===== src/rtl/reg_share_arbiter.sv =====
// reg_share_arbiter: round-robin arbiter/sequencer that shares one DATA_W-bit
// holding register among N_REQ requesters. A grant is registered in IDLE, and
// the granted word is written (with a one-cycle ack) in WRITE.
// Optional build macro REG_SHARE_LOCK_EN adds i_lock and a burst counter that
// lets one owner do up to MAX_LOCK back-to-back writes before release.
module reg_share_arbiter #(
    parameter int N_REQ    = 4,
    parameter int DATA_W   = 8,
    parameter int MAX_LOCK = 8,
    localparam int IW      = $clog2(N_REQ)
) (
    input  logic                    clk,
    input  logic                    rst,
    input  logic [N_REQ-1:0]        i_req,
    input  logic [N_REQ*DATA_W-1:0] i_valor,
`ifdef REG_SHARE_LOCK_EN
    input  logic [N_REQ-1:0]        i_lock,
`endif
    output logic [DATA_W-1:0]       o_valor,
    output logic [N_REQ-1:0]        o_grant,
    output logic [IW-1:0]           o_owner,
    output logic [N_REQ-1:0]        o_ack,
    output logic                    o_busy
);

    typedef enum logic {IDLE, WRITE} state_t;

    state_t              state, state_n;
    logic [DATA_W-1:0]   valor_n;
    logic [N_REQ-1:0]    grant_n;
    logic [IW-1:0]       owner_n;
    logic [N_REQ-1:0]    ack_n;
    logic                busy_n;
    // Binary index of the current grant, kept alongside the one-hot o_grant
    // so WRITE can select the data slice without a one-hot decode.
    logic [IW-1:0]       gidx, gidx_n;
    logic                win_found;
    logic [IW-1:0]       win_idx;
    logic [IW:0]         cand;
`ifdef REG_SHARE_LOCK_EN
    logic [7:0]          cnt, cnt_n;
`endif

    // Round-robin search: first set request at or after (owner+1), wrapping.
    always_comb begin
        win_found = 1'b0;
        win_idx   = '0;
        cand      = '0;
        for (int i = 0; i < N_REQ; i++) begin
            cand = {1'b0, o_owner} + (IW+1)'(1) + (IW+1)'(i);
            if (cand >= (IW+1)'(N_REQ))
                cand = cand - (IW+1)'(N_REQ);
            if (!win_found && i_req[cand[IW-1:0]]) begin
                win_found = 1'b1;
                win_idx   = cand[IW-1:0];
            end
        end
    end

    // Next-state and next-output logic; every output is registered below.
    always_comb begin
        state_n = state;
        valor_n = o_valor;
        grant_n = o_grant;
        owner_n = o_owner;
        ack_n   = '0;
        gidx_n  = gidx;
`ifdef REG_SHARE_LOCK_EN
        cnt_n   = cnt;
`endif
        case (state)
            IDLE: begin
                if (win_found) begin
                    grant_n = N_REQ'(1) << win_idx;
                    gidx_n  = win_idx;
                    state_n = WRITE;
                end
            end
            WRITE: begin
                if (i_req[gidx]) begin
                    valor_n = i_valor[gidx*DATA_W +: DATA_W];
                    ack_n   = o_grant;
                    owner_n = gidx;
`ifdef REG_SHARE_LOCK_EN
                    // Hold the grant for another write while the owner keeps
                    // its lock and the burst limit is not reached.
                    if (i_lock[gidx] && (cnt < 8'(MAX_LOCK - 1))) begin
                        cnt_n = cnt + 8'd1;
                    end else begin
                        cnt_n   = '0;
                        grant_n = '0;
                        state_n = IDLE;
                    end
`else
                    grant_n = '0;
                    state_n = IDLE;
`endif
                end else begin
                    // Request withdrawn: drop the grant without writing.
                    grant_n = '0;
                    state_n = IDLE;
`ifdef REG_SHARE_LOCK_EN
                    cnt_n   = '0;
`endif
                end
            end
            default: begin
                grant_n = '0;
                state_n = IDLE;
            end
        endcase
        busy_n = (state_n != IDLE);
    end

    // State and output registers; reset gives requester 0 top priority.
    always_ff @(posedge clk or posedge rst) begin
        if (rst) begin
            state   <= IDLE;
            o_valor <= '0;
            o_grant <= '0;
            o_owner <= IW'(N_REQ - 1);
            o_ack   <= '0;
            o_busy  <= 1'b0;
            gidx    <= '0;
`ifdef REG_SHARE_LOCK_EN
            cnt     <= '0;
`endif
        end else begin
            state   <= state_n;
            o_valor <= valor_n;
            o_grant <= grant_n;
            o_owner <= owner_n;
            o_ack   <= ack_n;
            o_busy  <= busy_n;
            gidx    <= gidx_n;
`ifdef REG_SHARE_LOCK_EN
            cnt     <= cnt_n;
`endif
        end
    end

endmodule


===== config.mk =====
export PLATFORM = sky130hd
export DESIGN_NAME = reg_share_arbiter
export DESIGN_NICKNAME = d
export VERILOG_FILES = /design/src/rtl/reg_share_arbiter.sv
export SDC_FILE = /design/constraint.sdc
export NUM_CORES = 1
export LEC_CHECK = 0
export CORE_ASPECT_RATIO = 1.75
export CORE_MARGIN = 3
export CORE_UTILIZATION = 40
export CTS_BUF_LIST = sky130_fd_sc_hd__clkbuf_4
export DETAILED_ROUTE_END_ITERATION = 10
export PLACE_DENSITY = 0.82
export SLEW_MARGIN = 25
export SYNTH_ARGS = -nofsm -noshare
export SYNTH_HDL_FRONTEND = slang
export SYNTH_SLANG_ARGS = --single-unit

===== constraint.sdc =====
create_clock -name clk -period 2.4 [get_ports clk]
set_clock_uncertainty 0.15 [all_clocks]
set_input_delay 0.72 -clock clk [delete_from_list [all_inputs] [get_ports clk]]
set_output_delay 0.72 -clock clk [all_outputs]
set_load 0.01 [all_outputs]

==> flow_metrics.env <==
export IMPL_status="finished clean"
export IMPL_num_antenna_cells=0
export IMPL_period_minus_slack_ns=2.354
export IMPL_dr_total_vias=900
export IMPL_clkSinkCount=21
export IMPL_grt_pass1_wl_mm=4.174
export IMPL_yosysWarnings=0
export IMPL_use_met1=0.1815
export IMPL_synthTopCellsByArea="dfrtp_1 44%, mux4_2 19%, mux2_2 11%"
export IMPL_p_clk_frac=0.099
export IMPL_rsz0062_at_grt="false"
export IMPL_timing_final_crit_share=0.9809
export IMPL_synth_flop_cell="dfrtp_1"
export IMPL_hold_violations=0
export IMPL_p_sw_frac=0.3267
export IMPL_p_seq_frac=0.349
export IMPL_critPathRequiredTime_ns=1.53
export IMPL_grtUsageMet3=0.02663
export IMPL_tns_ns=0
export IMPL_clk_path_buf_depth=2
export IMPL_clk_pin_slew_ns=0.11
export IMPL_dp_hpwl_mm=2.290
export IMPL_drt_iter0_drc=5
export IMPL_gp_congestion=0.7604
export IMPL_area_growth_syn_to_layout_pct=65.23
export IMPL_grt_pass1_vias=915
export IMPL_p_sw_uw=564.5
export IMPL_initial_core_util=0.4251
export IMPL_insertion_delay_ns=0.31
export IMPL_cts_buffers=3
export IMPL_drv_cap=0
export IMPL_cts_tree="yes"
export IMPL_top_usage_layer="met2"
export IMPL_post_cts_resized=0
export IMPL_synth_compound_area_share=0.06884
export IMPL_crit_fanout=8
export IMPL_htreeDepth=1
export IMPL_cts_setup_buffers=0
export IMPL_grt_use_total=0.1710
export IMPL_root_buffer="clkbuf_4"
export IMPL_yosys_area_share_xor_xnor=0
export IMPL_grt_start_max_net_pins=22
export IMPL_synth_commonest_cells="19 x dfrtp_1, 10 x mux2_2, 9 x mux4_2"
export IMPL_p_per_area_nw_per_um2=975.3
export IMPL_place_ws_ns=-0.06498
export IMPL_synth_area_um2=1072
export IMPL_yosysSeqAreaShare=0.4924
export IMPL_worstSetupPathType="reg -> out"
export IMPL_core_region_area_um2=2522
export IMPL_gr_total_overflow=0
export IMPL_dieWidth_um=45.14
export IMPL_worstMarginPinSlew_ns=0.3422
export IMPL_synth_top_family_by_area="multiplexers"
export IMPL_hold_slack_ns=0.3651
export IMPL_yosys_area_share_adder=0
export IMPL_syn_inst=75
export IMPL_syn_nets=113
export IMPL_slowest_stage="dfstp_2"
export IMPL_fin_cells=171
export IMPL_synth_top_area_cell="dfrtp_1"
export IMPL_clock_fmax_mhz=424.8
export IMPL_startpoint_type="flip-flop"
export IMPL_ys_seq_elements=21
export IMPL_path_cells="clkdlybuf4s50_1"
export IMPL_holdBufCountCts=0
export IMPL_cellLeakagePower_uw=0.0007481
export IMPL_ir_worst_vdd_uv=726.1
export IMPL_timing_critical_path_buf_inv=1
export IMPL_combPwrFrac=0.552
export IMPL_ys_types=26
export IMPL_grt_use_met2=0.3091
export IMPL_slew_headroom=0.7710
export IMPL_async_reset_ff_frac=1.000
export IMPL_antenna_left=0
export IMPL_final_max_slew_violation_count=0
export IMPL_synthSimpleGateAreaFrac=0.1179
export IMPL_cp_end_kind="primary output"
export IMPL_muxShareOfSynthArea=0.3034
export IMPL_critPathArrivalTime_ns=1.48
export IMPL_fin_ws_ns=0.04580
export IMPL_yosysTopAreaCellShare=0.4434
export IMPL_dp_cells=167
export IMPL_critical_path_max_stage_delay_ns=0.62
export IMPL_crit_family="flip-flops"
export IMPL_num_rows=24
export IMPL_routed_wl_mm=2.743
export IMPL_antenna_found_initial=0
export IMPL_final_layout_size_suffix_gt1_frac=0.3103
export IMPL_drc_errors=0
export IMPL_synth_edff_count=0
export IMPL_syn_area_per_cell_um2=14.30
export IMPL_finalSetupViolCount=0
export IMPL_routed_via_density=5.263
export IMPL_fin_nets=184
export IMPL_die_y_um=74.49
export IMPL_p_int_uw=1163
export IMPL_io_buffer_count=56
export IMPL_ios=57
export IMPL_hp_class="reg -> reg"
export IMPL_drtPass1Iterations=3
export IMPL_fp_dieArea_um2=3362
export IMPL_power_uw=1728
export IMPL_wl_per_cell_um=16.04
export IMPL_yosys_cell_count_top_type="dfrtp_1"
-- routing by layer --
layer	wire (um)	vias up
met5	0	-
met4	76	0
met3	118	7
met2	1671	25
met1	876	440
li1	-	428
-- power by group through the flow --
stage / registers [uW] / clock network [uW] / logic [uW]
global route: 623 / 191 / 1020
CTS: 606 / 172 / 971
detailed placement: 614 / 0 / 969
global placement: 603 / 0 / 945
finish: 603 / 171 / 954
floorplan: 653 / 0 / 473
-- worst min-delay path: stages, from the launching register on --
cell and delay, ns:
dfrtp_1 0.37, nand2_1 0.06, o31ai_1 0.06
-- registers in the layout (all words and copies together), names as in the netlist --
| register | flops |
|---|---|
| o_ack | 4 |
| o_owner | 2 |
| gidx | 2 |
| o_grant | 4 |
| state | 1 |
| o_valor | 8 |
-- final timing paths --
check | slack (ns) | depth (start not counted) | endpoint | startpoint
setup / recovery | 0.05 | 1 | o_owner[1] | o_owner[1]
hold / removal | 0.37 | 2 | o_grant[3] | o_grant[3]
setup reg to reg | 0.67 | 3 | o_valor[0] | gidx[1]
hold reg to reg | 0.37 | 2 | o_grant[3] | o_grant[3]
max in group asynchronous | 1.25 | 3 | o_owner[1] | rst
min in group asynchronous | 0.58 | 3 | o_valor[1] | rst
-- layout by cell type (no fill, tap or decap), types with 2 or more instances in the layout --
master,n
dfrtp_1,19
dfstp_2,2
nand2_1,4
mux4_2,9
and3_2,4
mux2_2,10
buf_4,12
clkbuf_4,3
nor2_1,4
a21oi_1,3
inv_1,2
clkdlybuf4s50_1,56
nor2b_1,2
-- stage by stage --
step / cell area (um2) / util
after floorplan: 1072 / -
after global placement: 1744 / 0.6915
after detailed placement: 1744 / 0.6915
after CTS: 1772 / 0.7024
after global routing: 1772 / 0.7024
final: 1772 / 0.7024
-- final cells by class --
cell class	instances	area, um2
Timing Repair Buffer	68	650.6
Clock inverter	1	5.005
Tap cell	26	32.53
Sequential cell	21	528.0
Fill cell	202	750.7
Clock buffer	3	22.52
Inverter	2	7.507
Multi-Input combinational cell	50	525.5
-- logic make-up after synthesis --
| group | Yosys count |
|---|---|
| buf+inv | 4 |
| simple gates | 20 |
| flops | 21 |
| mux | 20 |
| compound gates | 10 |
(Power assumes the default switching activity.)
